--- src/rtl/keypad_event_scanner_pkg.sv ---
// Shared types and constants for the 3x4 keypad scanner: FSM states, column
// drive patterns, special key codes and small decode helpers.
package keypad_event_scanner_pkg;

   typedef enum logic [2:0] {
      ST_IDLE     = 3'd0,
      ST_SCAN     = 3'd1,
      ST_DEBOUNCE = 3'd2,
      ST_HELD     = 3'd3,
      ST_RELEASE  = 3'd4
   } state_t;

   localparam logic [2:0] COL_NONE = 3'b000;
   localparam logic [2:0] COL1     = 3'b001;
   localparam logic [2:0] COL2     = 3'b010;
   localparam logic [2:0] COL3     = 3'b100;

   localparam logic [3:0] KEY_STAR = 4'd10;
   localparam logic [3:0] KEY_HASH = 4'd11;

   function automatic logic [2:0] col_rotate(input logic [2:0] col);
      case (col)
         COL1:    return COL2;
         COL2:    return COL3;
         default: return COL1;
      endcase
   endfunction

   function automatic logic row_one_hot(input logic [3:0] row);
      return (row != 4'b0000) && ((row & (row - 4'd1)) == 4'b0000);
   endfunction

   // Row bit 0 is the top row (1,2,3); row bit 3 is the bottom row (*,0,#).
   function automatic logic [3:0] key_decode(input logic [2:0] col, input logic [3:0] row);
      logic [3:0] c;
      logic [3:0] code;
      c = col[2] ? 4'd2 : (col[1] ? 4'd1 : 4'd0);
      case (row)
         4'b0001: code = 4'd1 + c;
         4'b0010: code = 4'd4 + c;
         4'b0100: code = 4'd7 + c;
         default: begin
            case (c)
               4'd0:    code = KEY_STAR;
               4'd1:    code = 4'd0;
               default: code = KEY_HASH;
            endcase
         end
      endcase
      return code;
   endfunction

endpackage

--- src/rtl/keypad_event_scanner_scan_tick_gen.sv ---
// Free-running clock divider: one-cycle tick every CLK_DIV clocks, no backpressure.
// Tick is high while the count sits at CLK_DIV-1; the count then wraps to 0.
module scan_tick_gen #(
   parameter int CLK_DIV = 12500
) (
   input  logic clk,
   input  logic rst,
   output logic tick
);

   localparam int W = (CLK_DIV > 1) ? $clog2(CLK_DIV) : 1;
   localparam logic [W-1:0] LAST = W'(CLK_DIV - 1);

   logic [W-1:0] div_q;

   always_ff @(posedge clk or posedge rst) begin
      if (rst) begin
         div_q <= '0;
      end else if (div_q == LAST) begin
         div_q <= '0;
      end else begin
         div_q <= div_q + W'(1);
      end
   end

   assign tick = (div_q == LAST);

endmodule

--- src/rtl/keypad_event_scanner.sv ---
// Scans a 3x4 keypad, debounces press/release and emits one key event per press.
// Event appears one clk after the qualifying tick; held until key_ready, extra events dropped (overrun).
module keypad_event_scanner
   import keypad_event_scanner_pkg::*;
#(
   parameter int CLK_DIV        = 12500,
   parameter int DEBOUNCE_TICKS = 4
) (
   input  logic       clk,
   input  logic       rst,
   input  logic [3:0] key_row,
   output logic [2:0] key_col,
   output logic       key_valid,
   output logic [3:0] key_code,
   input  logic       key_ready,
   output logic       key_overrun
);

   localparam int CW = $clog2(DEBOUNCE_TICKS + 1);
   localparam logic [CW-1:0] CNT_ONE  = CW'(1);
   localparam logic [CW-1:0] CNT_LAST = CW'(DEBOUNCE_TICKS - 1);

   logic [3:0]    row_meta;
   logic [3:0]    row_sync;
   logic          scan_tick;

   state_t        state_q, state_d;
   logic [2:0]    col_q, col_d;
   logic [3:0]    pat_q, pat_d;
   logic [CW-1:0] cnt_q, cnt_d;
   logic          new_event;
   logic [3:0]    event_code;

   scan_tick_gen #(
      .CLK_DIV(CLK_DIV)
   ) u_tick (
      .clk  (clk),
      .rst  (rst),
      .tick (scan_tick)
   );

   always_ff @(posedge clk or posedge rst) begin
      if (rst) begin
         row_meta <= 4'b0000;
         row_sync <= 4'b0000;
      end else begin
         row_meta <= key_row;
         row_sync <= row_meta;
      end
   end

   always_ff @(posedge clk or posedge rst) begin
      if (rst) begin
         state_q <= ST_IDLE;
         col_q   <= COL_NONE;
         pat_q   <= 4'b0000;
         cnt_q   <= '0;
      end else begin
         state_q <= state_d;
         col_q   <= col_d;
         pat_q   <= pat_d;
         cnt_q   <= cnt_d;
      end
   end

   always_comb begin
      state_d   = state_q;
      col_d     = col_q;
      pat_d     = pat_q;
      cnt_d     = cnt_q;
      new_event = 1'b0;
      if (scan_tick) begin
         case (state_q)
            ST_IDLE: begin
               state_d = ST_SCAN;
               col_d   = COL1;
            end
            ST_SCAN: begin
               if (row_sync == 4'b0000) begin
                  col_d = col_rotate(col_q);
               end else begin
                  pat_d   = row_sync;
                  cnt_d   = CNT_ONE;
                  state_d = ST_DEBOUNCE;
               end
            end
            ST_DEBOUNCE: begin
               if (row_sync == 4'b0000) begin
                  state_d = ST_SCAN;
                  col_d   = col_rotate(col_q);
                  cnt_d   = '0;
               end else if (row_sync != pat_q) begin
                  pat_d = row_sync;
                  cnt_d = CNT_ONE;
               end else if (cnt_q >= CNT_LAST) begin
                  // Ghosted/multi-key patterns are waited out in RELEASE silently.
                  cnt_d = '0;
                  if (row_one_hot(pat_q)) begin
                     state_d   = ST_HELD;
                     new_event = 1'b1;
                  end else begin
                     state_d = ST_RELEASE;
                  end
               end else begin
                  cnt_d = cnt_q + CNT_ONE;
               end
            end
            ST_HELD: begin
               if (row_sync == 4'b0000) begin
                  cnt_d   = CNT_ONE;
                  state_d = ST_RELEASE;
               end
            end
            ST_RELEASE: begin
               if (row_sync != 4'b0000) begin
                  cnt_d = '0;
               end else if (cnt_q >= CNT_LAST) begin
                  cnt_d   = '0;
                  state_d = ST_SCAN;
               end else begin
                  cnt_d = cnt_q + CNT_ONE;
               end
            end
            default: begin
               state_d = ST_IDLE;
               col_d   = COL_NONE;
               cnt_d   = '0;
            end
         endcase
      end
   end

   assign event_code = key_decode(col_q, pat_q);
   assign key_col    = col_q;

   // A slot freed by acceptance on this edge can take the new event at once.
   always_ff @(posedge clk or posedge rst) begin
      if (rst) begin
         key_valid   <= 1'b0;
         key_code    <= 4'd0;
         key_overrun <= 1'b0;
      end else begin
         if (new_event && (!key_valid || key_ready)) begin
            key_valid <= 1'b1;
            key_code  <= event_code;
         end else if (key_valid && key_ready) begin
            key_valid <= 1'b0;
         end
         if (new_event && key_valid && !key_ready) begin
            key_overrun <= 1'b1;
         end
      end
   end

endmodule
--- config.mk ---
export PLATFORM = sky130hd
export DESIGN_NAME = keypad_event_scanner
export DESIGN_NICKNAME = d
export VERILOG_FILES = /design/src/rtl/keypad_event_scanner_pkg.sv /design/src/rtl/keypad_event_scanner_scan_tick_gen.sv /design/src/rtl/keypad_event_scanner.sv
export SDC_FILE = /design/constraint.sdc
export NUM_CORES = 1
export LEC_CHECK = 0
export ABC_AREA = 1
export BUFFER_PORTS_ARGS = -buffer_cell sky130_fd_sc_hd__buf_4
export CAP_MARGIN = 20
export CORE_MARGIN = 2
export CORE_UTILIZATION = 30
export CTS_CLUSTER_DIAMETER = 40
export DETAILED_ROUTE_END_ITERATION = 7
export PLACE_DENSITY = 0.43
export SLEW_MARGIN = 25
export SYNTH_ARGS = -nofsm -noshare
export SYNTH_HDL_FRONTEND = slang
export SYNTH_SLANG_ARGS = --single-unit
--- constraint.sdc ---
create_clock -name clk -period 2.33 [get_ports clk]
set_clock_uncertainty 0.2 [all_clocks]
set_input_delay 0.233 -clock clk [delete_from_list [all_inputs] [get_ports clk]]
set_output_delay 0.233 -clock clk [all_outputs]
set_load 0.1 [all_outputs]
* Word level (Yosys, flattened, before mapping)
Cells that the tools add are included.
** Storage, ports and cells
- Register bits :: 41
- Input port bits :: 7
- Output and inout bits :: 9
- Word-level logic and storage cells :: 99
** Cells by class
- Add/subtract/negate cells :: 6
- Magnitude comparators :: 1
- Equality and inequality tests :: 21
- Mux-type cells :: 36
- Bitwise logic cells :: 3
- Reductions and logical operators :: 22
** Operators with widths (count)
- 2-to-1 mux 3 bit :: 15
- one-hot mux 3 bit (5 select lines) :: 2
- one-hot mux 4 bit (2 select lines) :: 2
- adder 14 x 1 -> 14 bit, second input constant :: 1
- == test 14 bit, second input constant :: 1
- 2-to-1 mux 14 bit :: 1
- zero test 4 bit :: 3
- 2-to-1 mux 4 bit :: 3
- inequality test 2 bit, second input constant :: 6
- one-hot mux 4 bit (3 select lines) :: 1
- == test 3 x 2 -> 1 bit, second input constant :: 3
- 2-to-1 mux 1 bit :: 9
- one-hot mux 3 bit (3 select lines) :: 1
- adder 3 x 2 -> 4 bit, first input constant :: 2
- nonzero test 4 bit :: 2
- AND reduction 7 bit :: 1
- == test 3 x 1 -> 1 bit, second input constant :: 2
- inequality test 3 bit, second input constant :: 2
- one-hot mux 3 bit (2 select lines) :: 1
- logical AND 1 bit :: 5
- AND reduction 5 bit :: 1
- bitwise AND 4 bit :: 1
- == test 4 x 1 -> 1 bit, second input constant :: 1
- == test 4 x 2 -> 1 bit, second input constant :: 1
- other kinds (18) :: 22

* Depth between registers and ports, before layout
- Depth after elaboration :: 12
- Mapped depth :: 10
- Gate-level depth less buffers :: 10

* By module
From an unflattened synthesis, not the netlist that was laid out.
** Second synthesis, totals
- Cells, all modules :: 332
- Area, all modules :: 2348.5 um^2
** Modules (own cells, without submodules)
- keypad_event_scanner :: instances 1, cells an instance 222, area each 1555.2 um^2, sequential area each 675.6 um^2
- scan_tick_gen :: instances 1, cells an instance 110, area each 793.3 um^2, sequential area each 350.3 um^2

* Least setup slack after synthesis
Ideal clock, no wire load.
- Path type :: register to register
- Start :: reg col_q[2], in the netlist key_col[2]
- End :: reg key_code[0]
- Library setup time :: 113 ps
- Arrival :: 1691 ps
- Data required time :: 2017 ps
- Slack :: 326 ps
- Stages on the path, launching flop included :: 10
- Buffers on the path :: 0
- Clock period less this slack :: 2004 ps
- Cells stage by stage :: dfrtp_1 > inv_1 > nand2_1 > nand3_1 > nand2_1 > nand2_1 > inv_1 > nand4_1 > nand2_1 > inv_1
** Between the ends
- Cells in the longest elaborated chain, start to end :: 4
- Elaborated cells between the ends (all ways) :: 8
- Those cells by class :: 3 x add/sub; 1 x eq/ne; 3 x mux; 1 x reduce/logical
** RTL lines
- from (decl) :: RTL line keypad_event_scanner.sv:28 : logic [2:0] col_q, col_d;
- from (signal assigned) :: RTL line keypad_event_scanner.sv:60 : col_q <= col_d;
- 2-to-1 mux 2 bit * :: RTL line keypad_event_scanner_pkg.sv:37 : c = col[2] ? 4'd2 : (col[1] ? 4'd1 : 4'd0);
- branches (longest 2 deep; another with adder 3 x 2 -> 4 bit)
- one-hot mux 4 bit (3 select lines) * :: RTL line keypad_event_scanner_pkg.sv:38 : case (row)
- to (signal assigned) :: RTL line keypad_event_scanner.sv:145 : key_code <= event_code;
- to (decl) :: RTL line keypad_event_scanner.sv:14 : output logic [3:0] key_code,
Mark *: on every way between the ends.
A chain may end at the register's enable or synchronous reset.

* Final worst setup path
- Start :: reg u_tick.div_q[0]
- End :: reg col_q[0], in the netlist key_col[0]
** Between the ends
- Cells in the longest elaborated chain, start to end :: 2
** RTL lines
- from (decl) :: RTL line keypad_event_scanner_scan_tick_gen.sv:14 : logic [W-1:0] div_q;
- from (signal assigned) :: RTL line keypad_event_scanner_scan_tick_gen.sv:22 : div_q <= div_q + W'(1);
- == test 14 bit :: RTL line keypad_event_scanner_scan_tick_gen.sv:26 : assign tick = (div_q == LAST);
- AND reduction 3 bit (no source line)
No other way between the ends.

==> out/summary.json <==
{
  "result_of_the_run": {"value": "finished clean"},
  "core_area": {"value": 7650, "unit": "µm²"},
  "slew_limit_fails": {"value": 0},
  "critical_path.max_fanout": {"value": 8},
  "die-height": {"value": 92.2, "unit": "µm"},
  "setup.worst_path.class": {"value": "reg -> reg"},
  "vias_in_the_first_global_route": {"value": 1933},
  "worst_ir_drop_vdd": {"value": 244, "unit": "µV"},
  "timing.hold.worst.class": {"value": "in -> reg"},
  "syn_nets": {"value": 315},
  "floorplan.initialDensity": {"value": 0.305},
  "detailroute.via_count": {"value": 1900},
  "final_area": {"value": 2760, "unit": "µm²"},
  "timing_worst_slew_pin_value": {"value": 0.512, "unit": "ns"},
  "dr.first_iter.drc_count": {"value": 75},
  "h-tree-depth": {"value": 2},
  "post-cts-setup-buffer-count": {"value": 0},
  "post_cts_resize_count": {"value": 0},
  "area.sequential": {"value": 1030, "unit": "µm²"},
  "tritoncts": {"value": "built"},
  "final-hold-violation-count": {"value": 0},
  "detail-route-antenna-nets": {"value": 0},
  "dp_hpwl": {"value": 3.93, "unit": "mm"},
  "route.detailed.vias_per_inst": {"value": 4.36},
  "antennaDiodeCount": {"value": 0},
  "io-pin-count": {"value": 16},
  "dieArea": {"value": 8500, "unit": "µm²"},
  "cellLeakagePower": {"value": 1.32, "unit": "nW"},
  "setup_viol": {"value": 0},
  "grt_antenna_before_repair": {"value": 0},
  "yosys_warnings": {"value": 0},
  "finish.net_count": {"value": 343},
  "drt_wl_total": {"value": 4.94, "unit": "mm"},
  "cp_data_arrival_time": {"value": 1.81, "unit": "ns"},
  "min_path_cells": {"value": 4},
  "finalWeightedCongestion": {"value": 0.791},
  "rsz_0062_raised_after_global_routing": {"value": "false"},
  "n_fill_cell": {"value": 819},
  "synthDistinctLibCells": {"value": 31},
  "root_buffer": {"value": "sky130_fd_sc_hd__clkbuf_8"},
  "postSynthAreaPerCell": {"value": 7.65, "unit": "µm²"},
  "chipWidth": {"value": 92.2, "unit": "µm"},
  "detailed_place.area": {"value": 2590, "unit": "µm²"},
  "timing.critical_path.from_type": {"value": "flip-flop"},
  "max_slew_margin": {"value": 0.657},
  "max_freq": {"value": 546, "unit": "MHz"},
  "first_pass_iters": {"value": 4},
  "final.setup.tns": {"value": 0, "unit": "ns"},
  "endpoint_kind": {"value": "flip-flop"},
  "timing.max_cap.violations": {"value": 0},
  "r2r_cells": {"value": 8},
  "timing.critical_path.required": {"value": 2.31, "unit": "ns"},
  "post-route-drc-count": {"value": 0},
  "areaGrowthSynthToFinish": {"value": 18.4, "unit": "%"},
  "share_of_final_layout_standard_cells_stronger_than_drive_strength_1": {"value": 0.186},
  "numCtsBuffers": {"value": 5},
  "min_period": {"value": 1.83, "unit": "ns"},
  "synth_seq_area_share": {"value": 0.440},
  "synthesis.instances": {"value": 305},
  "clk_path_buf_depth": {"value": 2},
  "rows": {"value": 32},
  "finalCritPeriodShare": {"value": 0.787},
  "grt_max_degree": {"value": 29},
  "cts.reportedPaths.clkPinSlew": {"value": 0.08, "unit": "ns"},
  "multiInputGateArea": {"value": 1130, "unit": "µm²"},
  "clock-sinks": {"value": 41},
  "clk-insertion-delay-late": {"value": 0.29, "unit": "ns"},
  "io_buffer_count": {"value": 15},
  "grt_pass1_wl": {"value": 9.26, "unit": "mm"},
  "synthesis.area": {"value": 2330, "unit": "µm²"},
  "grt_util_all_layers": {"value": 0.137},
  "ys_seq_elements": {"value": 41},
  "grt_remaining_overflow": {"value": 0},
  "routedWlPerCell": {"value": 11.3, "unit": "µm"},
  "p_per_area": {"value": 498, "unit": "nW/µm²"}
}
-- routing by layer --
metal,track usage,vias up,wire length [µm]
met5,0,-,0
met4,0.0373,0,53
met3,0.0271,6,118
met2,0.232,19,2370
met1,0.180,857,2400
li1,-,1018,-
-- per-stage QoR --
| stage | hold slack [ns] | power [mW] | std cells | worst slack, ns | util |
|---|---|---|---|---|---|
| floorplan | 0.0644 | 0.764 | 305 | 0.326 | - |
| global placement | 0.0388 | 0.786 | 423 | 0.510 | 0.339 |
| detailed placement | 0.0426 | 0.786 | 423 | 0.488 | 0.339 |
| CTS | 0.0782 | 1.41 | 436 | 0.468 | 0.361 |
| global route | 0.114 | 1.45 | 436 | 0.321 | 0.361 |
| finish | 0.0855 | 1.38 | 436 | 0.497 | 0.361 |
-- cells by family after synthesis --
kind of cell / after synthesis / share of synthesized area
xor gates and xnor gates: 4 / 0.0150
adders and majority gates: 3 / 0.0161
and+or+nand+nor: 179 / 0.381
DFF: 41 / 0.440
buffers and inverters: 46 / 0.0740
AOI/OAI and AO/OA: 32 / 0.0745
-- final timing paths --
kind                                           start                      to  slack [ns]
setup / recovery           u_tick.div_q[0]$_DFF_PP0_  key_col[0]$_DFFE_PP0P_        0.50
min in group asynchronous                        rst    pat_q[0]$_DFFE_PP0P_        0.27
hold reg to reg                row_meta[0]$_DFF_PP0_   row_sync[0]$_DFF_PP0_        0.15
max in group asynchronous                        rst  key_col[2]$_DFFE_PP0P_        1.18
hold / removal                             key_ready   key_valid$_DFFE_PP0P_        0.09
setup reg to reg           u_tick.div_q[0]$_DFF_PP0_  key_col[0]$_DFFE_PP0P_        0.50
-- flip-flops by register name, indices dropped and copies added, names as in the netlist --
name,flops
key_code,4
row_meta,4
key_overrun,1
cnt_q,3
row_sync,4
pat_q,4
key_valid,1
u_tick.div_q,14
state_q,3
key_col,3
-- layout by cell type, fill, tap and decap left out, types with 3 or more instances in the layout --
cell type,netlist,layout
sky130_fd_sc_hd__a21oi_1,6,6
sky130_fd_sc_hd__a31oi_1,3,3
sky130_fd_sc_hd__buf_4,0,15
sky130_fd_sc_hd__clkbuf_8,0,6
sky130_fd_sc_hd__dfrtp_1,41,41
sky130_fd_sc_hd__dlygate4sd3_1,0,5
sky130_fd_sc_hd__ha_1,3,3
sky130_fd_sc_hd__inv_1,39,38
sky130_fd_sc_hd__inv_2,7,7
sky130_fd_sc_hd__nand2_1,90,90
sky130_fd_sc_hd__nand2_2,6,6
sky130_fd_sc_hd__nand3_1,13,13
sky130_fd_sc_hd__nand3_2,7,7
sky130_fd_sc_hd__nand4_1,4,4
sky130_fd_sc_hd__nor2_1,35,35
sky130_fd_sc_hd__nor2_2,7,7
sky130_fd_sc_hd__nor3_1,4,4
sky130_fd_sc_hd__nor3_4,3,3
sky130_fd_sc_hd__o21ai_0,9,9
sky130_fd_sc_hd__o21ai_1,10,10
sky130_fd_sc_hd__xor2_1,4,4
-- cells in the mapped netlist (all sizes together) --
| cell | count | area (µm²) |
|---|---|---|
| or2 | 1 | 6.26 |
| nor2 | 45 | 218 |
| xor2 | 4 | 35.0 |
| nand2 | 97 | 387 |
| dfrtp | 41 | 1030 |
| o2111ai | 1 | 8.76 |
| ha | 3 | 37.5 |
| nand3 | 20 | 135 |
| o21bai | 1 | 7.51 |
| nor3b | 2 | 20.0 |
| a21oi | 6 | 30.0 |
| inv | 46 | 173 |
| o21ai | 19 | 95.1 |
| o21a | 1 | 7.51 |
| a31oi | 3 | 18.8 |
| and2 | 1 | 6.26 |
| o22ai | 1 | 6.26 |
| nor3 | 8 | 78.8 |
| nand4 | 5 | 37.5 |
-- repair_timing --
item,CTS,global route
hold endpoints to repair,17,0
hold buffers,5,0
endpoints found under the setup margin,0,0
-- report_power, final --
part           switching [mW]  total, mW  leakage, nW  internal [mW]
logic                  0.0327     0.0532        0.728         0.0205
clock network           0.252      0.600       0.0574          0.348
registers             0.00363      0.722        0.532          0.719
total                   0.288       1.38         1.32           1.09
-- critical path, stage by stage, from the launching register on --
cell and delay [ns]:
sky130_fd_sc_hd__dfrtp_1 0.39, sky130_fd_sc_hd__ha_1 0.23, sky130_fd_sc_hd__inv_1 0.09, sky130_fd_sc_hd__nor3_4 0.17, sky130_fd_sc_hd__nand2_2 0.12, sky130_fd_sc_hd__nor2_8 0.17
sky130_fd_sc_hd__nand3_2 0.17, sky130_fd_sc_hd__nor2_1 0.13, sky130_fd_sc_hd__a21oi_1 0.05
-- layout make-up --
cell class,count,share of cell area
Timing Repair Buffer,21,0.0661
Clock inverter,2,0.0136
Tap cell,102,0.0462
Inverter,46,0.0625
Sequential cell,41,0.371
Multi-Input combinational cell,218,0.411
Clock buffer,6,0.0299
Note: power is estimated with default switching activity, not from simulation.
